$ cat src/rtl/bumper_hit_detector.sv
// Bumper / ship collision detector.
// Watches the bumper and ship drawing requests during the VGA scan. The first
// same-pixel overlap of a frame is latched, reported as a single pulse at the
// next start of frame, and then further hits are ignored for a number of frames.
// A saturating counter keeps the number of reported hits for the score logic.
module bumper_hit_detector #(
  parameter int COOLDOWN_FRAMES = 8,
  parameter int COUNT_WIDTH     = 8
) (
  input  logic                    clk,
  input  logic                    resetN,
  input  logic                    startOfFrame,
  input  logic                    enable,
  input  logic                    drawingRequestBumper,
  input  logic                    drawingRequestShip,
  input  logic signed [10:0]      pixelX,
  input  logic signed [10:0]      pixelY,
  output logic                    bumperHit,
  output logic signed [10:0]      hitX,
  output logic signed [10:0]      hitY,
  output logic [COUNT_WIDTH-1:0]  hitCount,
  output logic                    coolingDown
);

  // Frame counter must hold COOLDOWN_FRAMES; keep at least one bit when it is 0.
  localparam int CNT_W = (COOLDOWN_FRAMES > 0) ? $clog2(COOLDOWN_FRAMES + 1) : 1;
  localparam logic [CNT_W-1:0] CD_INIT = CNT_W'(COOLDOWN_FRAMES);
  localparam logic [CNT_W-1:0] CNT_ONE = CNT_W'(1);

  typedef enum logic [1:0] {
    ARMED    = 2'd0,
    SEEN     = 2'd1,
    COOLDOWN = 2'd2
  } state_t;

  state_t                 state;
  logic [CNT_W-1:0]       cd_cnt;
  logic signed [10:0]     px_p1;
  logic signed [10:0]     py_p1;
  logic                   overlap;

  // Saturating increment of the reported-hit counter.
  function automatic logic [COUNT_WIDTH-1:0] sat_inc(input logic [COUNT_WIDTH-1:0] v);
    if (&v) begin
      return v;
    end
    return v + COUNT_WIDTH'(1);
  endfunction

  // ---- stage p0 -> p1: delay the pixel position to line up with the registered requests
  // Pixel coordinate delay register.
  always_ff @(posedge clk) begin
    if (!resetN) begin
      px_p1 <= '0;
      py_p1 <= '0;
    end else begin
      px_p1 <= pixelX;
      py_p1 <= pixelY;
    end
  end

  // ---- stage p1: requests and delayed pixel refer to the same screen position
  assign overlap = drawingRequestBumper & drawingRequestShip & enable;

  // Hit state machine: latch first overlap, report at frame start, then cool down.
  always_ff @(posedge clk) begin
    if (!resetN) begin
      state       <= ARMED;
      cd_cnt      <= '0;
      bumperHit   <= 1'b0;
      hitX        <= '0;
      hitY        <= '0;
      hitCount    <= '0;
      coolingDown <= 1'b0;
    end else begin
      bumperHit <= 1'b0;
      if (!enable) begin
        // Game paused: drop any pending hit silently and re-arm.
        state       <= ARMED;
        cd_cnt      <= '0;
        coolingDown <= 1'b0;
      end else begin
        case (state)
          ARMED: begin
            // An overlap on the frame-start cycle belongs to the new frame.
            if (overlap) begin
              hitX  <= px_p1;
              hitY  <= py_p1;
              state <= SEEN;
            end
          end
          SEEN: begin
            // Later overlaps in the frame are ignored; the first capture holds.
            if (startOfFrame) begin
              bumperHit <= 1'b1;
              hitCount  <= sat_inc(hitCount);
              if (COOLDOWN_FRAMES > 0) begin
                cd_cnt      <= CD_INIT;
                coolingDown <= 1'b1;
                state       <= COOLDOWN;
              end else begin
                state <= ARMED;
              end
            end
          end
          COOLDOWN: begin
            // The frame start that ends the cooldown does not itself detect.
            if (startOfFrame) begin
              if (cd_cnt == CNT_ONE) begin
                cd_cnt      <= '0;
                coolingDown <= 1'b0;
                state       <= ARMED;
              end else begin
                cd_cnt <= cd_cnt - CNT_ONE;
              end
            end
          end
          default: begin
            cd_cnt      <= '0;
            coolingDown <= 1'b0;
            state       <= ARMED;
          end
        endcase
      end
    end
  end

endmodule

$ cat config.mk
export PLATFORM = sky130hd
export DESIGN_NAME = bumper_hit_detector
export DESIGN_NICKNAME = d
export VERILOG_FILES = /design/src/rtl/bumper_hit_detector.sv
export SDC_FILE = /design/constraint.sdc
export NUM_CORES = 1
export LEC_CHECK = 0
export CORE_MARGIN = 2
export CORE_UTILIZATION = 51
export DETAILED_ROUTE_END_ITERATION = 6
export HOLD_SLACK_MARGIN = 0.15
export MAX_ROUTING_LAYER = met4
export PLACE_DENSITY = 0.89
export SLEW_MARGIN = 20
export SYNTH_ARGS = -nofsm -noshare
export SYNTH_HDL_FRONTEND = slang
export SYNTH_SLANG_ARGS = --single-unit
$ cat constraint.sdc
create_clock -name clk -period 2.75 [get_ports clk]
set_input_delay 0.55 -clock clk [delete_from_list [all_inputs] [get_ports clk]]
set_output_delay 0.55 -clock clk [all_outputs]
set_load 0.05 [all_outputs]
==> flow_summary_export.csv, run 1 <==
group,metric,value,unit
status,status,"finished clean",
setup_path,path_class,"register to output pin",
global_routing,antenna_found_initial,0,
clocking,cts.sinks,60,
yosys,netlist_area,2210,um2
setup_path,cpMaxStageDelayCell,"clkdlybuf4s50_1",
yosys,ys_seq_area_share,54.3,%
floorplanning,die_h,69.8,um
yosys,synth.avg_cell_area,9.14,um2
sta,fin_crit,2210,ps
final_layout,fin_area,3080,um2
yosys,synth-async-reset-ratio,0,%
drt,drt_first_pass_iters,4,
sta,setup_tns,0,ps
setup_path,cp_max_fo,9,
yosys,ys_types,39,
clocking,htreeDepth,3,
setup_path,crit_family,"buffers and inverters",
placed_design,routabilityCongestion,0.902,
sta,fmax,453,MHz
clocking,cts_tree,"yes",
yosys,ys_warn_count,0,
power_and_ir_drop,leakagePower,1.13,nW
floorplanning,coreArea,4090,um2
yosys,ys.flop_type,"dfxtp_1",
yosys,yosysTopAreaCellShare,54.3,%
sta,fin_crit_sh,80.3,%
floorplanning,fp.dieArea,4880,um2
placed_design,io_buffer_count,59,
setup_path,critical_path.max_stage_delay,860,ps
global_routing,track_usage,20.8,%
floorplanning,initial_core_util,54.1,%
drt,avgViaCountPerCell,5.17,
hold_path,hold_path_class,"register to register",
placed_design,dpl.hpwl,3.23,mm
drt,postRouteAntennaNets,0,
setup_path,crit_path_start_kind,"register",
sta,slew_headroom,65.6,%
drt,drt_iter0_drc,103,
hold_path,hold_start,"py_p1[2]",
power_and_ir_drop,vdd_drop_max,0.520,mV
final_layout,fin_nets,341,
setup_path,end_kind,"output pin",
yosys,synthTopCellsByArea,"dfxtp_1, nand2_1, and2_1, a21oi_1, ha_1",
setup_path,cp_cell_sequence,"clkdlybuf4s50_1",
yosys,synthCells,242,
global_routing,grt.overflow.total,0,
sta,rsz0062_at_grt,"no",
setup_path,worstPathArrival,1660,ps
clocking,clockBufferDepth,2,
drt,routed_wl,4.86,mm
clocking,root_buffer,"clkbuf_8",
drt,drc,0,
yosys,synth_edf_count,0,
yosys,ys_seq_elements,60,
floorplanning,die_x,69.8,um
setup_path,cp.required,2200,ps
sta,finalHoldViolCount,0,
yosys,yosys.area.top_type,"dfxtp_1",
clocking,numCtsBuffers,9,
sta,slew_violations,0,
global_routing,grt_pass1_wl,7.82,mm
clocking,cts_resized,0,
clocking,clk_latency,330,ps
sta,fin_skew,4.81,ps
setup_path,r2r_start,"state[0]",
sta,worst_slew_pin_slew,514,ps
yosys,syn_nets,277,
clocking,clkTransAtPathRegs,70,ps
final_layout,syn2layout_area_growth,39.2,%
clocking,postCtsSetupBuffers,0,
drt,post_drt_wl_per_cell,13.5,um
final_layout,diodes,0,
sta,finalSetupViolations,0,
power_and_ir_drop,p_per_area,622,nW/um2
global_routing,grt_max_degree,23,
final_layout,drive_gt1_share,7.74,%
clocking,holdBufCountCts,0,
placed_design,placed_cell_area,2850,um2
global_routing,grt_pass1_vias,1690,
flow_run,cap_violations,0,
setup_path,startpoint,"hitCount[3]",
floorplanning,rows,23,
drt,via_count,1861,
setup_path,critPathBufInv,1,
floorplanning,io_pins,60,
-- flip-flops by register name (all words and copies together), names as in the netlist --
register	flops
bumperHit	1
cd_cnt	4
coolingDown	1
hitCount	8
hitX	11
hitY	11
px_p1	11
py_p1	11
state	2
-- power breakdown --
group / switching [mW] / internal (mW) / leakage [nW] / total, mW
combinational: 0.0661 / 0.0639 / 0.528 / 0.130
sequential: 0.00799 / 0.893 / 0.490 / 0.901
clock: 0.329 / 0.553 / 0.111 / 0.882
-- cell type report --
| class | instances | area, um2 |
|---|---|---|
| Sequential cell | 60 | 1200 |
| Fill cell | 289 | 1010 |
| Multi-Input combinational cell | 164 | 938 |
| Timing Repair Buffer | 63 | 621 |
| Clock buffer | 11 | 151 |
| Clock inverter | 4 | 72.6 |
| Tap cell | 50 | 62.6 |
| Inverter | 8 | 30.0 |
-- cells in the final DEF (no fill, tap or decap), drive strengths merged, types with 2 or more instances in the layout --
master	synthesis	routed
a211oi	2	2
a21oi	26	26
a31oi	2	2
and2	22	22
and3	2	2
buf	2	4
bufinv	0	2
clkbuf	8	11
clkdlybuf4s50	0	59
dfxtp	60	60
ha	7	7
inv	8	8
mux2i	3	3
nand2	50	50
nand3	5	5
nand4	3	3
nor2	13	13
nor3	3	3
nor4	2	2
o21ai	4	4
xnor2	2	2
xor2	2	2
-- cells by family after synthesis --
logic type,Yosys count,share of synthesized area (%)
adders and majority gates,7,3.96
DFF,60,54.3
xor gates and xnor gates,4,1.58
muxes,3,1.36
buffers and inverters,18,3.23
and+or+nand+nor,107,23.5
AOI/OAI and AO/OA,43,12.0
-- synth_stat cells (5+ instances only) --
library cell / n
and2_1: 22
a21oi_1: 26
clkbuf_1: 7
inv_1: 8
ha_1: 7
dfxtp_1: 60
nor2_1: 13
nand2_1: 50
nand3_1: 5
-- through the flow --
stage	hold slack [ps]	std cells	worst slack (ps)	power, mW	util (%)
2_1_floorplan	417	242	1040	0.984	-
4_1_cts	431	360	522	1.93	75.3
5_1_grt	451	360	455	1.98	75.3
6_report	434	360	540	1.91	75.3
3_5_place_dp	425	345	603	1.05	69.8
3_3_place_gp	419	345	662	1.05	69.8
-- routing by layer --
layer	wire [um]	vias up	track usage [%]
li1	-	936	-
met1	2120	858	24.9
met2	2400	59	32.8
met3	300	8	7.70
met4	36	0	6.41
met5	0	-	-
-- final timing paths --
kind | slack [ps] | cells after the start | to
max | 540 | 1 | hitCount[3]
min | 430 | 2 | hitY[2]
max reg2reg | 1040 | 6 | cd_cnt[3]
min reg2reg | 430 | 2 | hitY[2]
(Power assumes the default switching activity.)
==> run 2, diff against run 1 <==
- CORE_UTILIZATION: 51 -> 43
- PLACE_DENSITY: 0.89 -> 0.8
- clock period: 2.75 -> 1.85 ns (I/O delays scaled with it)
==> flow_summary_export.csv, run 2 (synthesis gave the netlist of run 1 again) <==
group,metric,value,unit
sta,finalHoldViolCount,0,
sta,rsz0062_at_grt,"no",
drt,post_drt_wl_per_cell,12.4,um
sta,setup_tns,0,ps
final_layout,final_cell_mix,"dfxtp_1, nand2_1, clkdlybuf4s50_1",
clocking,numCtsBuffers,9,
clocking,holdBufCountCts,0,
final_layout,syn2layout_area_growth,39.8,%
global_routing,top_usage_layer,"met2",
hold_path,hold_path_class,"register to register",
sta,fin_skew,5.61,ps
floorplanning,io_pins,60,
placed_design,io_buffer_count,59,
floorplanning,fp.dieArea,5730,um2
final_layout,fin_area,3090,um2
clocking,cts.sinks,60,
placed_design,placed_cell_area,2900,um2
drt,postRouteAntennaNets,0,
placed_design,dp.cells,370,
clocking,root_buffer,"clkbuf_8",
sta,fin_crit,1710,ps
power_and_ir_drop,leakagePower,1.37,nW
setup_path,worstPathArrival,1920,ps
placed_design,dpl.hpwl,3.31,mm
global_routing,use_met3,5.95,%
placed_design,routabilityCongestion,0.866,
drt,drt_iter0_drc,108,
setup_path,crit_path_start_kind,"register",
setup_path,path_class,"register to register",
power_and_ir_drop,vdd_drop_max,0.425,mV
sta,finalSetupViolations,0,
setup_path,end_kind,"register",
drt,avgViaCountPerCell,4.77,
global_routing,grt_max_degree,23,
global_routing,grt.overflow.total,0,
global_routing,grt_pass1_vias,1760,
setup_path,cp.required,2060,ps
drt,drt_first_pass_iters,5,
global_routing,grt_use_met1,21.5,%
sta,slew_headroom,66.3,%
clocking,postCtsSetupBuffers,0,
floorplanning,coreArea,5040,um2
sta,fmax,585,MHz
global_routing,grt_pass1_wl,7.65,mm
power_and_ir_drop,p_per_area,848,nW/um2
drt,routed_wl,4.80,mm
power_and_ir_drop,power,2.62,mW
sta,fin_crit_sh,92.5,%
sta,worst_slew_pin_slew,504,ps
final_layout,final-instance-count-excl-fill,386,
global_routing,track_usage,18.5,%
flow_run,cap_violations,0,
final_layout,drive_gt1_share,13.0,%
sta,slew_violations,0,
clocking,cts_resized,13,
drt,via_count,1841,
status,status,"finished clean",
global_routing,met2_usage,29.2,%
floorplanning,initial_core_util,43.8,%
clocking,clkTransAtPathRegs,70,ps
clocking,htreeDepth,3,
drt,drc,0,
clocking,clk_latency,330,ps
floorplanning,rows,26,
setup_path,cp_max_fo,6,
final_layout,diodes,0,
final_layout,final_common_cell,"dfxtp_1",
clocking,clockBufferDepth,2,
global_routing,antenna_found_initial,0,
clocking,cts_tree,"yes",
floorplanning,die_h,75.7,um
floorplanning,die_x,75.7,um
final_layout,fin_nets,346,
==> run 2: cell type report <==
class | instances | area (um2)
repair buffers | 68 | 647
clock buffers | 12 | 165
flip-flops and latches | 60 | 1200
fillers | 444 | 1950
inverters | 8 | 30.0
clock inverters | 4 | 22.5
multi-input cells | 164 | 938
well taps | 70 | 87.6
==> run 2: per-layer routing <==
| layer | part of all wire (%) | vias to the layer above |
|---|---|---|
| met5 | 0 | - |
| met2 | 47 | 47 |
| met4 | 1.9 | 0 |
| met1 | 45 | 837 |
| li1 | - | 948 |
| met3 | 5.6 | 9 |
==> run 2: final timing paths <==
kind | from | depth (start not counted) | to | slack (ps)
worst max-delay path | state[0] | 7 | state[1] | 140
worst min-delay path | py_p1[6] | 2 | hitY[6] | 430
worst max register to register | state[0] | 7 | state[1] | 140
worst min register to register | py_p1[6] | 2 | hitY[6] | 430
==> run 2: report_power, final <==
| part | internal, mW | total, mW | switching [mW] |
|---|---|---|---|
| sequential | 1.33 | 1.34 | 0.0114 |
| clock | 0.588 | 1.08 | 0.495 |
| combinational | 0.0973 | 0.198 | 0.101 |
| total | 2.01 | 2.62 | 0.607 |
==> run 2: critical path, cell delays in order (launching register included) <==
cell	delay, ps
dfxtp_1	370
inv_1	80
ha_1	290
o21ba_2	260
buf_4	140
a221oi_2	180
mux2i_1	210
nor2_1	50
==> run 2: through the flow <==
stage	hold slack (ps)	util [%]	worst slack (ps)
floorplan	417	-	141
global placement	419	57.5	66.0
detailed placement	425	57.5	32.8
CTS	435	60.9	4.30
global route	444	61.3	4.37
finish	433	61.3	139
